--- config.mk ---
export PLATFORM = sky130hd
export DESIGN_NAME = jpeg_bit_packer
export DESIGN_NICKNAME = d
export VERILOG_FILES = /design/src/rtl/jpeg_bit_packer_pkg.sv /design/src/rtl/packer_code_fifo.sv /design/src/rtl/jpeg_bit_packer.sv
export SDC_FILE = /design/constraint.sdc
export NUM_CORES = 2
export LEC_CHECK = 0
export CAP_MARGIN = 5
export CORE_MARGIN = 8
export CORE_UTILIZATION = 45
export CTS_CLUSTER_SIZE = 25
export DETAILED_ROUTE_END_ITERATION = 12
export PLACE_DENSITY = 0.6
export SYNTH_ARGS = -nofsm -noshare
export SYNTH_HDL_FRONTEND = slang
export SYNTH_SLANG_ARGS = --single-unit
--- constraint.sdc ---
create_clock -name clk -period 6.43 [get_ports clk]
set_input_delay 1.286 -clock clk [delete_from_list [all_inputs] [get_ports clk]]
set_output_delay 1.286 -clock clk [all_outputs]
set_load 0.02 [all_outputs]
--- src/rtl/jpeg_bit_packer_pkg.sv ---
// Shared types and constants for the JPEG entropy bit packer.
// Code words carry {len,data}; BURST follows the encoder pipeline depth.
package jpeg_bit_packer_pkg;

    localparam int CODE_W = 38;
    localparam int MAX_CODE_LEN = 32;
    localparam int DCT_TH = 28;
    localparam int BURST_FREE = DCT_TH + 1 + 5;
    localparam int CODE_FIFO_DEPTH = 64;

    localparam logic [7:0] JPEG_STUFF_BYTE = 8'h00;
    localparam logic [7:0] JPEG_MARKER_BYTE = 8'hFF;

    typedef struct packed {
        logic [5:0]  len;
        logic [31:0] data;
    } code_t;

    typedef enum logic [1:0] {
        RUN,
        PAD,
        DRAIN,
        DONE
    } state_t;

    function automatic logic [5:0] clamp_len(input logic [5:0] l);
        return (l > 6'(MAX_CODE_LEN)) ? 6'(MAX_CODE_LEN) : l;
    endfunction

endpackage

--- src/rtl/packer_code_fifo.sv ---
// Code FIFO with a registered head entry; a write into an empty FIFO
// bypasses the RAM so the head is usable on the very next cycle.
module packer_code_fifo
    import jpeg_bit_packer_pkg::*;
#(
    parameter int DEPTH = CODE_FIFO_DEPTH,
    parameter int AW = $clog2(DEPTH)
) (
    input  logic        clk,
    input  logic        rst,
    input  logic        push,
    input  code_t       wdata,
    input  logic        pop,
    output code_t       rdata,
    output logic        empty,
    output logic        full,
    output logic [AW:0] free
);

    code_t       mem [DEPTH];
    code_t       q;
    logic        q_valid;
    logic [AW-1:0] wr_ptr;
    logic [AW-1:0] rd_ptr;
    logic [AW:0] count;
    logic [AW:0] mem_cnt;
    logic        do_push;
    logic        do_pop;
    logic        refill;
    logic        bypass;
    logic        mem_we;

    // count covers the head register as well as the RAM contents
    assign full    = (count == (AW+1)'(DEPTH));
    assign empty   = !q_valid;
    assign free    = (AW+1)'(DEPTH) - count;
    assign rdata   = q;
    assign do_push = push && !full;
    assign do_pop  = pop && q_valid;
    assign refill  = !q_valid || do_pop;
    assign mem_cnt = count - (AW+1)'(q_valid);
    assign bypass  = refill && (mem_cnt == '0) && do_push;
    assign mem_we  = do_push && !bypass;

    always_ff @(posedge clk) begin
        if (mem_we) mem[wr_ptr] <= wdata;
    end

    always_ff @(posedge clk) begin
        if (rst) begin
            wr_ptr  <= '0;
            rd_ptr  <= '0;
            count   <= '0;
            q       <= '0;
            q_valid <= 1'b0;
        end else begin
            if (mem_we) wr_ptr <= wr_ptr + AW'(1);
            if (refill) begin
                if (mem_cnt != '0) begin
                    q       <= mem[rd_ptr];
                    rd_ptr  <= rd_ptr + AW'(1);
                    q_valid <= 1'b1;
                end else begin
                    q       <= wdata;
                    q_valid <= do_push;
                end
            end
            count <= count + (AW+1)'(do_push) - (AW+1)'(do_pop);
        end
    end

endmodule

--- src/rtl/jpeg_bit_packer.sv ---
// Packs variable-length codes MSB-first into bytes with 0xFF stuffing
// and end-of-frame 1-padding, behind a burst-absorbing code FIFO.
module jpeg_bit_packer
    import jpeg_bit_packer_pkg::*;
#(
    parameter int FIFO_DEPTH = CODE_FIFO_DEPTH,
    parameter int BURST = BURST_FREE
) (
    input  logic        clk,
    input  logic        rst,
    input  logic [5:0]  in_len,
    input  logic [31:0] in_data,
    output logic        room,
    input  logic        flush,
    output logic        flush_done,
    output logic [7:0]  o_data,
    output logic        o_valid,
    input  logic        o_ready,
    output logic        ovf
);

    localparam int AW = $clog2(FIFO_DEPTH);

    code_t       wcode;
    code_t       head;
    logic        push;
    logic        empty;
    logic        full;
    logic        load;
    logic [AW:0] free;

    state_t      state;
    state_t      state_n;
    logic        allow_load;
    logic        do_pad;
    logic        flush_pend;
    logic        stuff;
    logic [63:0] acc;
    logic [63:0] acc_n;
    logic [63:0] acc_sh;
    logic [6:0]  fill;
    logic [6:0]  fill_n;
    logic [6:0]  head_len;
    logic [6:0]  pad_len;
    logic [7:0]  out_byte;
    logic        out_free;
    logic        take;

    assign push  = (in_len != 6'd0);
    assign wcode = '{len: clamp_len(in_len), data: in_data};

    packer_code_fifo #(.DEPTH(FIFO_DEPTH)) u_fifo (
        .clk   (clk),
        .rst   (rst),
        .push  (push),
        .wdata (wcode),
        .pop   (load),
        .rdata (head),
        .empty (empty),
        .full  (full),
        .free  (free)
    );

    assign head_len = {1'b0, head.len};
    assign pad_len  = 7'd8 - {4'd0, fill[2:0]};
    assign load     = allow_load && !empty && (fill + head_len <= 7'd64);
    assign out_free = !o_valid || o_ready;
    assign take     = out_free && !stuff && (fill >= 7'd8);
    assign acc_sh   = acc >> (fill - 7'd8);
    assign out_byte = acc_sh[7:0];
    assign flush_done = (state == DONE);

    always_comb begin
        state_n    = state;
        allow_load = 1'b0;
        do_pad     = 1'b0;
        unique case (state)
            RUN: begin
                allow_load = 1'b1;
                if (flush_pend && empty)
                    state_n = (fill[2:0] != 3'd0) ? PAD : DRAIN;
            end
            PAD: begin
                do_pad  = 1'b1;
                state_n = DRAIN;
            end
            DRAIN: begin
                if (fill == 7'd0 && !stuff && !o_valid) state_n = DONE;
            end
            DONE: state_n = RUN;
        endcase
    end

    // emit uses the pre-load acc/fill; the load shifts in below the remaining bits
    always_comb begin
        acc_n  = acc;
        fill_n = fill;
        if (take) fill_n = fill - 7'd8;
        if (load) begin
            acc_n  = (acc << head.len) |
                     (64'(head.data) & ((64'd1 << head.len) - 64'd1));
            fill_n = fill_n + head_len;
        end else if (do_pad) begin
            acc_n  = (acc << pad_len) | ((64'd1 << pad_len) - 64'd1);
            fill_n = fill_n + pad_len;
        end
    end

    always_ff @(posedge clk) begin
        if (rst) state <= RUN;
        else     state <= state_n;
    end

    always_ff @(posedge clk) begin
        if (rst) begin
            acc        <= '0;
            fill       <= '0;
            stuff      <= 1'b0;
            flush_pend <= 1'b0;
            o_valid    <= 1'b0;
            o_data     <= '0;
            ovf        <= 1'b0;
            room       <= 1'b0;
        end else begin
            acc  <= acc_n;
            fill <= fill_n;
            room <= (free >= (AW+1)'(BURST));
            if (push && full) ovf <= 1'b1;
            if (flush)              flush_pend <= 1'b1;
            else if (state == DONE) flush_pend <= 1'b0;
            if (out_free) begin
                if (stuff) begin
                    o_data  <= JPEG_STUFF_BYTE;
                    o_valid <= 1'b1;
                    stuff   <= 1'b0;
                end else if (fill >= 7'd8) begin
                    o_data  <= out_byte;
                    o_valid <= 1'b1;
                    stuff   <= (out_byte == JPEG_MARKER_BYTE);
                end else begin
                    o_valid <= 1'b0;
                end
            end
        end
    end

endmodule
; Word level (Yosys, flattened, before mapping)
; Memories as Yosys holds them, arrays and structs flattened. A register that Yosys moved wholly into a read port is not among the register bits.
; Cells that the tools add are included.
; W data, S select, Z words.
[op_classes]
mux = 26
add_sub_neg = 13
n_lt_le_gt_ge = 4
shift = 5
n_reduce_logical = 32
n_bitwise = 3
n_eq_ne = 7
[op_table]
columns = cell, count
row1 = $mux W64, 2
row2 = $or A64 B64 Y64, 2
row3 = $sub A64 B1 Y64 const B, 2
row4 = $and A32 B64 Y64, 1
row5 = $shl A1 B6 Y64 const A, 1
row6 = $shl A1 B7 Y64 const A, 1
row7 = $shl A64 B6 Y64, 1
row8 = $shl A64 B7 Y64, 1
row9 = $shr A64 B7 Y8, 1
row10 = $mux W38, 1
row11 = $mux W7, 3
row12 = $mux W6, 3
row13 = $mux W8, 2
row14 = $add A7 B6 Y7, 2
row15 = $logic_not A7 Y1, 2
row16 = $sub A7 B1 Y7, 2
row17 = $logic_and A1 B1 Y1, 13
row18 = $add A6 B1 Y6 const B, 2
row19 = $mux W1, 11
row20 = $eq A8 B8 Y1 const B, 1
row21 = $pmux W2 S4, 1
row22 = $add A7 B1 Y7, 1
row23 = $add A7 B7 Y7, 1
row24 = $eq A7 B7 Y1 const B, 1
row25 = 19 further kinds, 32
[totals]
word_cells = 106
input_bits = 42
ram_bits = 2432
regBits = 144
out_inout_bits = 12
n_memories = 1
[memory_table]
columns = name, words, width, read_ports, rd_clocked_by_memory_dff, wr, line
row1 = u_fifo.mem, 64, 38, 1, 1, 1, packer_code_fifo.sv:20  ; code_t mem [DEPTH];

; Longest topological paths before layout
[logic_depth]
word_depth = 12
depth_mapped = 23
mapped_depth_nobuf = 21

; Modules after synthesis
; From an unflattened synthesis, not the netlist that was laid out.
[hier_totals]
cells_unflattened = 6163
hier_area_um2 = 111643.3
[modules_own_cells]
columns = mod, area_per_inst_um2, cells_each, seq_area_each_um2, instances
row1 = packer_code_fifo, 96367.4, 4330, 74311.3, 1
row2 = jpeg_bit_packer, 15275.9, 1833, 1721.7, 1

; Worst setup path after synthesis
; No wires, ideal clock.
[synth_path]
path_kind = register to register
start = register fill[0]
end = memory u_fifo.mem[59][0] (netlist bit), enable pin
arrival_time_ps = 4392
setup_ps = 433
path_stages_with_launch = 11
path_buffers = 0
period_less_slack_ps = 4825
t_required_ps = 5997
slack_ps = 1605
path_cell_list = dfxtp_1 > ha_1 > fa_1 > a21o_1 > a21oi_1 > o21ai_0 > xnor2_1 > a221o_1 > a211oi_1 > nand3_1 > nor2_1
[synth_via]
elab_chain_len = 11
[synth_rtl]
columns = element, line
row1 = from (decl), jpeg_bit_packer.sv:41  ; logic [6:0] fill;
row2 = from (signal assigned), jpeg_bit_packer.sv:126  ; fill <= fill_n;
row3 = $add A7 B6 Y7, jpeg_bit_packer.sv:66  ; assign load = allow_load && !empty && (fill + head_len <= 7'd64);
row4 = $le A7 B7 Y1, jpeg_bit_packer.sv:66
row5 = $logic_and A1 B1 Y1, jpeg_bit_packer.sv:66
row6 = $logic_and A1 B1 Y1, packer_code_fifo.sv:39  ; assign do_pop = pop && q_valid;
row7 = $logic_or A1 B1 Y1, packer_code_fifo.sv:40  ; assign refill = !q_valid || do_pop;
row8 = $logic_and A1 B1 Y1 (2 in series), packer_code_fifo.sv:42  ; assign bypass = refill && (mem_cnt == '0) && do_push;
row9 = $logic_not A1 Y1, packer_code_fifo.sv:43  ; assign mem_we = do_push && !bypass;
row10 = $logic_and A1 B1 Y1, packer_code_fifo.sv:43
row11 = $mux W1, packer_code_fifo.sv:46  ; if (mem_we) mem[wr_ptr] <= wdata;
row12 = $mux W1 (not written as such), packer_code_fifo.sv:46
row13 = to (decl), packer_code_fifo.sv:20
; No other way between the ends.

; Final worst setup path
[layout_path]
start = register fill[0]
end = memory u_fifo.mem[34][32] (netlist bit), enable pin
; The elaborated chain is that of the path after synthesis.

==> impl_metrics.tcl <==
set metrics [dict create \
    cts_tree "yes" \
    worst_slack_ns 1.30 \
    drive_gt1_share_pct 29.8 \
    gp_congestion 0.891 \
    htreeDepth 5 \
    synthTopCellsByArea "edfxtp_1 (66%), mux4_2 (20%), dfxtp_1 (2.7%)" \
    die_area_um2 260000 \
    cap_violations 0 \
    max_freq_ghz 0.195 \
    status "finished clean" \
    synth.mux.area_fraction_pct 21.9 \
    die_x_um 510 \
    clock_skew_ns 0.0466 \
    initial_core_util_pct 45.2 \
    fin_total_pwr_mw 54.3 \
    ys_top_cells_by_count "edfxtp_1 (2,432), mux4_2 (963), clkbuf_1 (269), nand2_1 (267), nor2_1 (265)" \
    synth-adder-area-share_pct 0.515 \
    post-place-ws_ns 1.21 \
    reg2reg_slack_ns 1.30 \
    rsz0062_at_grt "no" \
    clk_latency_ns 0.93 \
    setup_violations 0 \
    stdcell_count 9122 \
    worstSetupEndpointType "flop" \
    grt_usage_pct 23.1 \
    grt.overflow.total 0 \
    min_period_ns 5.13 \
    rows 181 \
    vias 57969 \
    avgRoutedWirePerCell_um 33.2 \
    synth_top_area_cell "edfxtp_1" \
    synth_compound_area_share_pct 3.42 \
    grt_pass1_vias 57677 \
    wl_mm 303 \
    drtIter0Drc 7176 \
    hold_buffers 0 \
    cts_buffer_depth 4 \
    avgViaCountPerCell 6.35 \
    criticalPathCategory "reg2reg" \
    post-route-period-util_pct 79.7 \
    layout.nets 5795 \
    synth_edf_count 2432 \
    worst_pin_slew_ns 1.18 \
    grt_pass1_wl_mm 436 \
    crit_path_top_delay_cell "nor2_4" \
    core_um2 243000 \
    tns_ns 0 \
    drv_slew 0 \
    worst_hold_slack_ns 0.450 \
    relSlewSlack_pct 21.1 \
    synth_xor_area_share_pct 0.272 \
    cts_resized 0 \
    cts.sinks 2582 \
    synth_fp_nets 5694 \
    finalHoldViolCount 0 \
    placedCellCount 8620 \
    synthCells 5608 \
    seqPwrFrac_pct 37.7 \
    clk_pin_slew_worst_paths_ns 0.06 \
    yosys_most_used_dff "edfxtp_1" \
    hold-path-endpoint "o_data[4]" \
    p_switching_mw 18.2 \
    cts_buffers 289 \
    synth_top_cell_area_share_pct 66.5 \
    synth-simple-area-share_pct 2.69 \
    critical-path-top-delay-family "compound AO/OA/AOI/OAI gates" \
    reg2reg_depth 11 \
    hold_depth 2 \
    netSwitchingFraction_pct 33.4 \
    p_int_mw 36.1 \
    synth_most_common_cell "edfxtp_1" \
    worstPathCellList "ha_1 > fa_1 > a21o_1 > a21oi_1 > o21ai_0 > xnor2_1 > a221o_2 > a211oi_1 > nand2_1 > nor2_4 > buf_4" \
    ys_seq_elements 2582 \
    root_buffer "clkbuf_16" \
    synth_top_family_by_area "multiplexers" \
    ir_worst_vdd_mv 0.340 \
    path_buf_inv 1 \
    arrival_ns 5.72 \
    drc_errors 0 \
    hold_start "o_data[4]" \
    post-cts-setup-buffers 0 \
    ys_seq_area_share_pct 69.2 \
    portBuffers 53 \
    ant_nets 0 \
    yosys_warnings 0 \
    holdCritPathClass "reg2reg" \
    dpl.hpwl_mm 185 \
    reg2reg_to "u_fifo.mem[34][32]" \
    synth_cell_type_count 77 \
    syn_area_um2 110000 \
    critPathMaxFanout 18 \
    antenna_found_initial 23 \
    p_leak_nw 38.0 \
    worstReg2RegStart "fill[0]" \
    grt_max_degree 124 \
    p_per_area_nw_per_um2 439 \
    comb_power_share_pct 33.6 \
    fp.dieH_um 510 \
    slowest_delay_ns 0.90 \
    dr.pass1.iters 7 \
    synth_area_per_cell_um2 19.6 \
    start_kind "flop" \
    io_pins 54 \
    clockPowerShare_pct 28.6 \
    async_reset_ff_share_pct 0 \
    critical_path_required_ns 7.02 \
    area_delta_synth_final_pct 12.5 \
]
-- through the flow --
stage | cell area (µm²) | utilization [%]
after global routing | 124000 | 50.8
after floorplan | 110000 | -
after detailed placement | 115000 | 47.2
after global placement | 115000 | 47.2
final | 124000 | 50.8
after CTS | 124000 | 50.8
-- final cells by class --
cell class | instances | area [µm²]
Tap cell | 3202 | 4010
Clock buffer | 355 | 7650
Multi-Input combinational cell | 2540 | 32200
Timing Repair Buffer | 256 | 2320
Antenna cell | 10 | 25.0
Inverter | 40 | 154
Sequential cell | 2582 | 76100
Clock inverter | 137 | 1120
Fill cell | 19218 | 119000
-- worst max path at each step --
| stage | start | slack (ns) | cells past startpoint | end |
|---|---|---|---|---|
| 6_report | fill[0] | 1.30 | 11 | u_fifo.mem[34][32] |
| 4_1_cts | fill[0] | 1.28 | 11 | u_fifo.mem[42][20] |
| 3_5_place_dp | in_len[2] | 1.21 | 8 | u_fifo.mem[42][10] |
| 2_1_floorplan | fill[0] | 1.60 | 10 | u_fifo.mem[59][0] |
| 3_3_place_gp | in_len[2] | 1.25 | 8 | u_fifo.mem[34][23] |
| 5_1_grt | fill[0] | 1.05 | 11 | u_fifo.mem[42][20] |
-- state kept, by name, indices dropped and copies added, names as in the netlist, named ones only --
name,count
u_fifo.mem,2432
stuff,1
acc,64
state,2
room,1
u_fifo.rdata,38
u_fifo.wr_ptr,6
fill,7
u_fifo.count,7
o_valid,1
u_fifo.rd_ptr,6
flush_pend,1
o_data,8
u_fifo.q_valid,1
ovf,1
-- tightest hold or removal path: stages, from the launching register on --
cell     delay, ns
dfxtp_1       0.30
nand2_1       0.05
a21oi_1       0.05
-- cells in the final DEF, fill, tap and decap left out, types with 13 or more instances in the layout --
cell,synthesis,routed
inv_1,35,33
clkinv_1,2,61
a22oi_1,21,21
bufinv_16,0,18
o22ai_1,30,30
buf_2,104,33
o21ai_0,97,97
clkinv_2,0,43
nand2_1,267,267
xor2_1,13,13
a31oi_1,15,15
nand3_1,39,39
o221ai_1,38,38
clkdlybuf4s50_1,0,19
dfxtp_1,150,136
buf_4,16,169
nor2_4,0,63
buf_12,0,34
mux2i_1,153,153
a211oi_1,70,70
mux4_2,963,963
nor3_1,23,23
mux2_2,70,70
a221oi_1,20,19
nor2b_1,34,29
xnor2_1,18,18
o211ai_1,20,20
ha_1,42,39
edfxtp_1,2432,2432
a21oi_1,193,193
clkbuf_16,0,294
nor2_1,265,202
clkbuf_1,269,55
-- power groups by stage --
stage	Clock (mW)	Sequential, mW	Combinational (mW)
final	15.5	20.5	18.3
after CTS	15.8	20.5	18.2
after global placement	0	20.8	18.2
after global routing	16.4	20.5	19.4
after detailed placement	0	20.8	18.2
after floorplan	0	19.9	13.0
-- kinds of logic after synthesis --
group,after synthesis
muxes,1189
AOI/OAI and AO/OA,582
DFF,2582
and+or+nand+nor,693
adders and majority gates,44
buffers and inverters,486
xor gates and xnor gates,32
-- per-layer routing --
metal | global-route usage [%] | routed length, µm
met5 | 0 | 46
met4 | 5.08 | 6730
met3 | 4.33 | 23800
met2 | 36.8 | 144000
met1 | 33.5 | 128000
No activity file was read; power rests on OpenSTA's default activity.
